### src/rtl/fetch_queue.sv
// fetch_queue: owns the fetch PC, issues sequential I-cache word reads and
// buffers {pc, instr} in a DEPTH-entry FIFO; flush empties it and redirects.
// Ports: clk, reset_n | imem_read/address/resp/rdata (I-cache side)
//        flush/flush_pc (redirect) | deq_valid/instr/pc/ready, count (core side)
`timescale 1ns/1ps

module fetch_queue #(
    parameter int          DEPTH    = 8,
    parameter logic [31:0] RESET_PC = 32'h6000_0000
) (
    input  logic                     clk,
    input  logic                     reset_n,
    output logic                     imem_read,
    output logic [31:0]              imem_address,
    input  logic                     imem_resp,
    input  logic [31:0]              imem_rdata,
    input  logic                     flush,
    input  logic [31:0]              flush_pc,
    output logic                     deq_valid,
    output logic [31:0]              deq_instr,
    output logic [31:0]              deq_pc,
    input  logic                     deq_ready,
    output logic [$clog2(DEPTH):0]   count
);

    localparam int AW = $clog2(DEPTH);
    localparam logic [AW:0] FULL_CNT = (AW+1)'(DEPTH);
    localparam logic [AW:0] ONE      = {{AW{1'b0}}, 1'b1};

    typedef enum logic [1:0] {
        IDLE,
        REQ,
        DROP
    } state_t;

    state_t      state, state_nxt;
    logic [31:0] fetch_pc, fetch_pc_nxt;
    logic [31:0] req_addr, req_addr_nxt;
    logic [31:0] pc_inc;
    logic [AW:0] wr_ptr, rd_ptr;
    logic [AW:0] count_nxt;
    logic        enq, deq;

    logic [31:0] mem_pc    [DEPTH];
    logic [31:0] mem_instr [DEPTH];

    assign count        = wr_ptr - rd_ptr;
    assign deq_valid    = (count != '0);
    assign deq_pc       = deq_valid ? mem_pc[rd_ptr[AW-1:0]] : '0;
    assign deq_instr    = deq_valid ? mem_instr[rd_ptr[AW-1:0]] : '0;
    assign imem_read    = (state == REQ) || (state == DROP);
    assign imem_address = req_addr;
    assign pc_inc       = req_addr + 32'd4;

    // A flush clears the queue, so neither side moves in that cycle.
    assign enq = (state == REQ) && imem_resp && !flush;
    assign deq = deq_valid && deq_ready && !flush;

    always_comb begin
        count_nxt = count;
        if (enq && !deq) begin
            count_nxt = count + ONE;
        end else if (deq && !enq) begin
            count_nxt = count - ONE;
        end
    end

    always_comb begin
        state_nxt    = state;
        fetch_pc_nxt = fetch_pc;
        req_addr_nxt = req_addr;
        unique case (state)
            IDLE: begin
                if (flush) begin
                    fetch_pc_nxt = flush_pc;
                end else if (count < FULL_CNT) begin
                    req_addr_nxt = fetch_pc;
                    state_nxt    = REQ;
                end
            end
            REQ: begin
                if (flush) begin
                    fetch_pc_nxt = flush_pc;
                    if (imem_resp) begin
                        req_addr_nxt = flush_pc;
                    end else begin
                        // read stays up until the stale response returns
                        state_nxt = DROP;
                    end
                end else if (imem_resp) begin
                    fetch_pc_nxt = pc_inc;
                    if (count_nxt < FULL_CNT) begin
                        req_addr_nxt = pc_inc;
                    end else begin
                        state_nxt = IDLE;
                    end
                end
            end
            DROP: begin
                if (flush) begin
                    fetch_pc_nxt = flush_pc;
                end
                if (imem_resp) begin
                    req_addr_nxt = flush ? flush_pc : fetch_pc;
                    state_nxt    = REQ;
                end
            end
            default: begin
                state_nxt = IDLE;
            end
        endcase
    end

    always_ff @(posedge clk or negedge reset_n) begin
        if (!reset_n) begin
            state    <= IDLE;
            fetch_pc <= RESET_PC;
            req_addr <= RESET_PC;
        end else begin
            state    <= state_nxt;
            fetch_pc <= fetch_pc_nxt;
            req_addr <= req_addr_nxt;
        end
    end

    always_ff @(posedge clk or negedge reset_n) begin
        if (!reset_n) begin
            wr_ptr <= '0;
            rd_ptr <= '0;
        end else if (flush) begin
            wr_ptr <= '0;
            rd_ptr <= '0;
        end else begin
            if (enq) begin
                wr_ptr <= wr_ptr + ONE;
            end
            if (deq) begin
                rd_ptr <= rd_ptr + ONE;
            end
        end
    end

    always_ff @(posedge clk) begin
        if (enq) begin
            mem_pc[wr_ptr[AW-1:0]]    <= req_addr;
            mem_instr[wr_ptr[AW-1:0]] <= imem_rdata;
        end
    end

endmodule

### config.mk
export PLATFORM = sky130hd
export DESIGN_NAME = fetch_queue
export DESIGN_NICKNAME = d
export VERILOG_FILES = /design/src/rtl/fetch_queue.sv
export SDC_FILE = /design/constraint.sdc
export NUM_CORES = 1
export LEC_CHECK = 0
export ABC_AREA = 1
export CORE_UTILIZATION = 53
export DETAILED_ROUTE_END_ITERATION = 10
export GPL_TIMING_DRIVEN = 0
export PLACE_DENSITY_LB_ADDON = 0.08
export SLEW_MARGIN = 20
export SYNTH_ARGS = -nofsm -noshare
export SYNTH_HDL_FRONTEND = slang
export SYNTH_SLANG_ARGS = --single-unit
export TNS_END_PERCENT = 10
### constraint.sdc
create_clock -name clk -period 5.6 [get_ports clk]
set_input_delay 1.12 -clock clk [delete_from_list [all_inputs] [get_ports clk]]
set_output_delay 1.12 -clock clk [all_outputs]
set_load 0.1 [all_outputs]
# After elaboration in Yosys (flattened, before gate mapping)
# Memory sizes are Yosys's and may differ from the RTL's.
# Cells that the tools add are included.
# op_classes
n_reduce_logical	20
n_lt_le_gt_ge	2
n_eq_ne	10
add_sub_neg	6
n_mux	30
# ops
op	n
$mux W32	12
$pmux W32 S3	1
$pmux W32 S2	1
$add A32 B3 Y32 const B	1
$mux W4	6
$mux W2	7
$add A4 B1 Y4 const B	3
$reduce_and A6 Y1	2
$ne A3 B3 Y1 const B	3
$lt A4 B4 Y1 const B	2
$ne A2 B2 Y1 const B	4
$logic_and A1 B1 Y1	6
$pmux W2 S3	1
$reduce_bool A2 Y1	3
$reduce_bool A4 Y1	1
$sub A4 B1 Y4 const B	1
$sub A4 B4 Y4	1
$logic_not A1 Y1	3
$ne A3 B2 Y1 const B	1
$reduce_bool A3 Y1	1
$eq A2 B1 Y1 const B	1
$eq A2 B2 Y1 const B	1
$logic_not A2 Y1	1
$mux W1	2
other kinds (3)	3
# word_totals
regBits	74
word_cells	75
ram_bits	512
mem_count	2
out_inout_bits	102
in_bits	69
# memory_table
name	words	word_bits	rd	rd_ports_with_merged_regs	write_ports	line	source
mem_instr	8	32	1	0	1	45	logic [31:0] mem_instr [DEPTH];
mem_pc	8	32	1	0	1	44	logic [31:0] mem_pc [DEPTH];

# Longest topological paths before layout
# Gate-level depths: netlist of run 1.
# logic_depth
depth_word	12
depth_mapped	18
depth_no_buf	16

# Worst setup path after synthesis of run 1
# Ideal clock, no wire load.
# synth_path
path_type	reg2out
start	register rd_ptr[1]
end	output port deq_instr[0]
path_stages_with_launch	11
arrival_ns	5.524
path_buffers	3
t_required_ns	4.480
slack_ns	-1.044
path_cell_list	dfrtp_1 > clkinv_1 > clkbuf_1 > clkbuf_1 > fa_1 > xor2_2 > nor2_1 > nand3_4 > inv_2 > buf_1 > a211oi_1
# synth_between
elab_chain_cells	3
elab_cells_between_ends	4
classes_between	add/sub: 1; mux: 1; reduce/logical: 1; memory: 1
# synth_lines
item	line	source
start: declaration	40	logic [AW:0] wr_ptr, rd_ptr;
start signal: assignment	138	rd_ptr <= rd_ptr + ONE;
$sub A4 B4 Y4	47	assign count = wr_ptr - rd_ptr;
via count[2]	23	output logic [$clog2(DEPTH):0] count
$reduce_bool A4 Y1	48	assign deq_valid = (count != '0);
via deq_valid	19	output logic deq_valid,
$mux W32	50	assign deq_instr = deq_valid ? mem_instr[rd_ptr[AW-1:0]] : '0;
end: declaration	20	output logic [31:0] deq_instr,
# The timed path passes the listed nets, and every way through them passes these cells.

# Worst setup path after layout of run 1
# layout_path
start	register rd_ptr[2]
end	output port deq_pc[10]
# layout_between
elab_chain_cells	3
elab_cells_between_ends	4
classes_between	add/sub: 1; mux: 1; reduce/logical: 1; memory: 1
# layout_lines
item	line	source
$sub A4 B4 Y4	47	
$reduce_bool A4 Y1	48	
$mux W32 *	49	assign deq_pc = deq_valid ? mem_pc[rd_ptr[AW-1:0]] : '0;
end: declaration	21	output logic [31:0] deq_pc,
# Every way passes the cells marked *; elsewhere a longest branch is shown, timed or not.

==> metrics.csv, run 1 <==
stage,metric,value,unit
placed_design,post-placement cell count,3114,
worst_setup_path,CP Cell Sequence,"buf_1, inv_1, ha_1, or2_1, nand2_1, nand2_2, nand3_4, clkinv_2, buf_4, a211oi_4, buf_4",
global_route,total grt overflow,0,
clock_tree,clk root buf,clkbuf_16,
floorplanning,die footprint,48920,sq um
drt,Post-Route WL,74460,microns
clock_tree,htree depth,2,
global_route,global-route wire length before repair,114600,microns
clock_tree,clk sinks,586,
clock_tree,Clock Pin Slew Worst Setup and Hold Paths,0.06,ns
placed_design,gpl congestion,0.9347,
timing,Max Freq,185.7,MHz
logic_synthesis,Synth Net Count,2375,
logic_synthesis,Seq cells post-synth,586,
finish,Antenna Cells,0,
worst_setup_path,crit-path leading delay family,buffers and inverters,
worst_setup_path,"Slowest-stage cell, CP",buf_1,
worst_setup_path,most frequent cell on the critical path,buf_4,
worst_setup_path,CP max FO,10,
worst_setup_path,Crit. End Element,output port,
drt,routed length on met2,36020,microns
drt,DR pass1 iterations,6,
logic_synthesis,register area share after synthesis,0.6768,
clock_tree,CTS tree,yes,
status,status,"complete, no violations",
finish,final core utilization,0.6556,
clock_tree,Num CTS Buffers,60,
drt,vias,19390,
run,Max-Cap Viols,0,
worst_setup_path,critical path depth,11,
timing,final setup TNS,0,ns
finish,share of cells above drive strength 1,0.1165,
drt,wl on met1,31020,microns
logic_synthesis,Syn Std Cell Area,25460,sq um
clock_tree,number of gates resized after CTS,226,
floorplanning,core box area,46950,sq um
global_route,initial antenna violation count,0,
logic_synthesis,Post-synth ARST share,0.1263,
placed_design,DP Worst Slack,-0.9124,ns
floorplanning,initial core utilization,0.5423,
timing,unrepaired setup endpoints after global routing,false,
finish,area delta synth->final,20.90,%
timing,final hold vios,0,
worst_setup_path,Worst Path Buf+Inv,5,
worst_setup_path,r2r worst-path depth,14,
clock_tree,CTS Hold Buffers Added,0,
worst_setup_path,Crit path required time,4.48,ns
finish,final net count,2648,
timing,Tcrit/Tclk final,0.9614,
clock_tree,setup bufs post-CTS,0,
logic_synthesis,Post-Syn Instances,2295,
logic_synthesis,"Distinct cells, synth",38,
drt,Antenna Violating Nets Remaining,0,
logic_synthesis,"EDFF count, synth",512,
floorplanning,std cell rows,79,
worst_setup_path,WS Path Type,flop to output port,
drt,Met3 Wirelength,5644,microns
floorplanning,Die Ht,221.2,microns
timing,relative slew slack,0.3385,
timing,max-slew violations,0,
worst_setup_path,r2r startpoint,rd_ptr[1],
worst_setup_path,delay of the slowest critical-path stage,0.54,ns
global_route,GRT Total Usage,0.3072,
worst_hold_path,Hold Crit Class,primary input to async pin,
logic_synthesis,yosys warns,0,
global_route,vias in the first global route,19310,
floorplanning,Die Width,221.2,microns
drt,Top Layer Used,met4,
drt,post-DR vias/cell,6.011,
timing,minimum clock period,5.384,ns
worst_setup_path,RR Endpoint,imem_address[26],
drt,Remaining DRCs,0,
drt,initial DRC count,1929,
worst_setup_path,critical path startpoint category,flop,
floorplanning,Top-Level Pins,171,
worst_setup_path,reg2reg setup slack,2.07,ns
drt,DR WL/cell,23.08,microns
timing,Setup Skew,0.01941,ns
finish,Non-Filler Instances,3226,
global_route,pin count of the biggest net entering global routing,43,
clock_tree,Longest Clk Path Bufs,3,
clock_tree,latest clock arrival within the worst-skew pair,0.63,ns
placed_design,DP Wirelength,51250,microns
timing,Slew @ Worst Pin,0.9891,ns
timing,# setup viols final,0,
logic_synthesis,Syn Area/Cell,11.09,sq um
placed_design,Port-buffer cells,169,
worst_setup_path,arrival time at the worst endpoint,4.26,ns
logic_synthesis,ys flop type,edfxtp_1,
timing,final worst setup slack,0.2164,ns
## worst reg2reg max path, stage by stage, from the launching register on
cell and delay, ns:
dfrtp_1 0.47, clkinv_1 0.19, buf_2 0.58, fa_1 0.60, nor2_1 0.17, inv_1 0.05
nor2_1 0.19, nand3_4 0.15, nand2_4 0.13, nand2_1 0.06, nand2_1 0.06, nand3_1 0.08
nand2_2 0.17, buf_2 0.31, o21ai_0 0.16
## sequential cells by signal (all words and copies together) (netlist names)
register	cells
fetch_pc	32
rd_ptr	4
wr_ptr	4
mem_instr	256
state	2
imem_address	32
mem_pc	256
## worst max-delay path by stage
stage,from,end,slack (ns)
finish,rd_ptr[2],deq_pc[10],0.22
global route,rd_ptr[2],deq_pc[10],0.14
CTS,rd_ptr[1],deq_pc[13],-0.18
detailed placement,rd_ptr[1],deq_pc[30],-0.91
global placement,imem_resp,mem_pc[6][30],-5.82
floorplan,flush,mem_instr[6][0],-1.0
## metrics by stage
step / hold WS [ns] / cell area, sq um
2_1_floorplan: 0.4657 / 25950
3_3_place_gp: 0.4837 / 28400
3_5_place_dp: 0.5039 / 29050
4_1_cts: 0.4600 / 31030
5_1_grt: 0.4988 / 30780
6_report: 0.4717 / 30780
## cells by family (layout without fill, tap and decap cells)
kind of cell / Yosys count / in the layout / share of synthesized area
flops: 586 / 586 / 0.6768
compound gates: 618 / 618 / 0.1496
simple gates: 818 / 818 / 0.1261
xor+xnor: 7 / 7 / 0.002703
fa+ha+maj: 11 / 11 / 0.005700
buf+inv: 255 / 579 / 0.03907
## final cells by class
class / count / area, sq um
tap: 607 / 759.5
inverter: 108 / 406.6
buffer: 146 / 619.3
clock inverter: 37 / 309.0
timing repair buffer: 212 / 2073
multi-input combinational: 1454 / 7780
clock buffer: 76 / 1604
sequential: 586 / 17230
fill: 3629 / 16170
## layer usage
layer,vias up,global-route usage
met5,-,0
met4,0,0.08437
met3,132,0.03466
met2,928,0.5134
met1,9536,0.4287
li1,8794,-
## cell usage after synthesis, types with 10 or more instances
library cell,n,area [sq um]
clkbuf_1,112,420.4
a211oi_1,64,480.5
inv_1,102,382.9
buf_2,18,90.09
buf_1,15,56.30
nand3_1,60,300.3
dfrtp_1,70,1752
a32o_1,64,640.6
ha_1,10,125.1
o22ai_1,27,168.9
nand2_1,574,2155
a21oi_1,285,1426
o21ai_0,101,505.5
a22oi_1,64,480.5
nor2_1,164,615.6
edfxtp_1,512,15370
## cell usage in the layout (no fill, tap or decap), types with 9 or more instances in the layout
master,n
a211oi_2,36
a211oi_4,24
a21oi_1,285
a22oi_1,64
a32o_1,64
buf_1,11
buf_2,36
buf_4,28
buf_6,9
clkbuf_1,120
clkbuf_16,62
clkbuf_4,45
clkdlybuf4s50_1,104
clkinv_1,21
clkinv_2,11
dfrtp_1,70
edfxtp_1,512
ha_1,10
inv_1,102
nand2_1,574
nand3_1,60
nor2_1,159
o21ai_0,101
o22ai_1,27
Power of run 1 is left out: the tool's default activity adds up to more than one toggle a clock period on the data nets, which glitch-free logic cannot reach.
==> run 2, diff against run 1 <==
Settings changed: RECOVER_POWER set to 25.
==> metrics.csv, run 2 (synthesized netlist as in run 1, its figures left out) <==
stage,metric,value,unit,change
timing,Max Freq,186.5,MHz,was 185.7 MHz
clock_tree,setup bufs post-CTS,0,,unchanged
timing,relative slew slack,-0.6578,,was 0.3385
finish,final net count,2648,,unchanged
drt,Antenna Violating Nets Remaining,0,,unchanged
timing,minimum clock period,5.361,ns,was 5.384 ns
drt,Remaining DRCs,0,,unchanged
timing,final hold vios,0,,unchanged
timing,# setup viols final,0,,unchanged
global_route,GRT Total Usage,0.3072,,unchanged
timing,Setup Skew,0.02222,ns,was 0.01941 ns
placed_design,placed instance area,29050,sq um,unchanged
floorplanning,Die Ht,221.2,microns,unchanged
finish,"commonest non-fill, non-tap cells in the layout","nand2_1, edfxtp_1, a21oi_1",,unchanged
clock_tree,Longest Clk Path Bufs,3,,unchanged
global_route,pin count of the biggest net entering global routing,43,,unchanged
status,failing checks,"max-capacitance violations, max-slew violations",,
finish,"commonest non-fill, non-tap cell in the layout",nand2_1,,unchanged
worst_setup_path,critical path depth,11,,unchanged
global_route,total grt overflow,0,,unchanged
worst_setup_path,Crit. End Element,output port,,unchanged
timing,Slew @ Worst Pin,2.487,ns,was 0.9891 ns
finish,fin area,30760,sq um,was 30780 sq um
worst_setup_path,arrival time at the worst endpoint,4.24,ns,was 4.26 ns
clock_tree,number of gates resized after CTS,226,,unchanged
placed_design,DP Worst Slack,-0.9124,ns,unchanged
floorplanning,die footprint,48920,sq um,unchanged
timing,unrepaired setup endpoints after global routing,false,,unchanged
worst_hold_path,Hold Crit Class,flop to flop,,was primary input to async pin
clock_tree,Clock Pin Slew Worst Setup and Hold Paths,0.06,ns,about the same
global_route,initial antenna violation count,0,,unchanged
placed_design,Port-buffer cells,169,,unchanged
clock_tree,Num CTS Buffers,60,,unchanged
floorplanning,core box area,46950,sq um,unchanged
clock_tree,clk root buf,clkbuf_16,,unchanged
timing,final setup TNS,0,ns,unchanged
placed_design,DP Wirelength,51250,microns,unchanged
worst_setup_path,WS Path Type,flop to output port,,unchanged
global_route,global-route wire length before repair,114600,microns,unchanged
worst_setup_path,CP Cell Sequence,"buf_1, inv_1, ha_1, or2_1, nand2_1, nand2_2, nand3_4, clkinv_2, buf_4, a211oi_4, buf_4",,unchanged
worst_setup_path,crit-path leading delay family,buffers and inverters,,unchanged
worst_hold_path,Hold Path Depth,2,,
drt,initial DRC count,1912,,was 1929
drt,DR pass1 iterations,7,,was 6
drt,post-DR vias/cell,5.987,,was 6.011
finish,Antenna Cells,0,,unchanged
floorplanning,Top-Level Pins,171,,unchanged
worst_setup_path,most frequent cell on the critical path,buf_4,,unchanged
worst_setup_path,r2r worst-path depth,14,,unchanged
worst_setup_path,CP max FO,10,,unchanged
clock_tree,latest clock arrival within the worst-skew pair,0.63,ns,about the same
clock_tree,htree depth,2,,unchanged
worst_setup_path,Crit path required time,4.48,ns,about the same
floorplanning,initial core utilization,0.5423,,unchanged
status,status,"complete, but fails checks",,"was complete, no violations"
global_route,vias in the first global route,19310,,unchanged
finish,share of cells above drive strength 1,0.1149,,was 0.1165
finish,area delta synth->final,20.79,%,was 20.90%
timing,Tcrit/Tclk final,0.9574,,was 0.9614
timing,final worst setup slack,0.2388,ns,was 0.2164 ns
finish,Filler Cells Inserted,3635,,was 3629
worst_setup_path,Worst Path Buf+Inv,5,,unchanged
run,Max-Cap Viols,2,,was 0
floorplanning,std cell rows,79,,unchanged
finish,final core utilization,0.6551,,was 0.6556
clock_tree,CTS tree,yes,,unchanged
drt,Post-Route WL,74470,microns,was 74460 microns
placed_design,gpl congestion,0.9347,,unchanged
timing,max-slew violations,77,,was 0
worst_setup_path,"Slowest-stage cell, CP",buf_1,,unchanged
clock_tree,CTS Hold Buffers Added,0,,unchanged
drt,DR WL/cell,23.08,microns,about the same
floorplanning,Die Width,221.2,microns,unchanged
worst_setup_path,delay of the slowest critical-path stage,0.52,ns,was 0.54 ns
drt,vias,19310,,was 19390
clock_tree,clk sinks,586,,unchanged
worst_setup_path,critical path startpoint category,flop,,unchanged
==> run 2: cell count changes in the layout (fill, tap and decap cells not counted), sizes merged <==
cell	change
buf	-2
clkbuf	+2
==> run 2: worst paths after layout <==
path | startpoint | endpoint | slack, ns
max in group asynchronous | reset_n | imem_address[6] | 1.43
max | rd_ptr[2] | deq_pc[10] | 0.24
min in group asynchronous | reset_n | fetch_pc[7] | 1.04
min | fetch_pc[21] | fetch_pc[21] | 0.52
min reg2reg | fetch_pc[21] | fetch_pc[21] | 0.52
max reg2reg | rd_ptr[1] | imem_address[26] | 2.06
==> run 2: per-layer routing <==
| layer | part of all wire | track usage |
|---|---|---|
| met5 | 0 | 0 |
| met4 | 0.025 | 0.08437 |
| met3 | 0.073 | 0.03466 |
| met2 | 0.48 | 0.5134 |
| met1 | 0.42 | 0.4287 |
==> run 2: metrics by stage <==
step / std cells / hold slack (ns)
floorplan: 2295 / 0.4657
global placement: 3071 / 0.4837
detailed placement: 3114 / 0.5039
CTS: 3227 / 0.4600
global route: 3226 / 0.5484
finish: 3226 / 0.5172
==> run 2: tightest hold or removal path, delay by kind of cell (launching register included) <==
| kind | cells | cell delay, ns |
|---|---|---|
| AND/OR/NAND/NOR | 1 | 0.05 |
| flip-flops | 1 | 0.36 |
| AO/OA/AOI/OAI | 1 | 0.07 |
==> run 2: cell type report <==
type,count,area (sq um),share of cell area
Buffer,146,619.3,0.02014
Clock buffer,76,1604,0.05215
Clock inverter,37,309.0,0.01005
Inverter,108,406.6,0.01322
Multi-Input combinational cell,1454,7780,0.2530
Sequential cell,586,17230,0.5603
Tap cell,607,759.5,0.02469
Timing Repair Buffer,212,2046,0.06651
Power of run 2 is left out for the same reason.
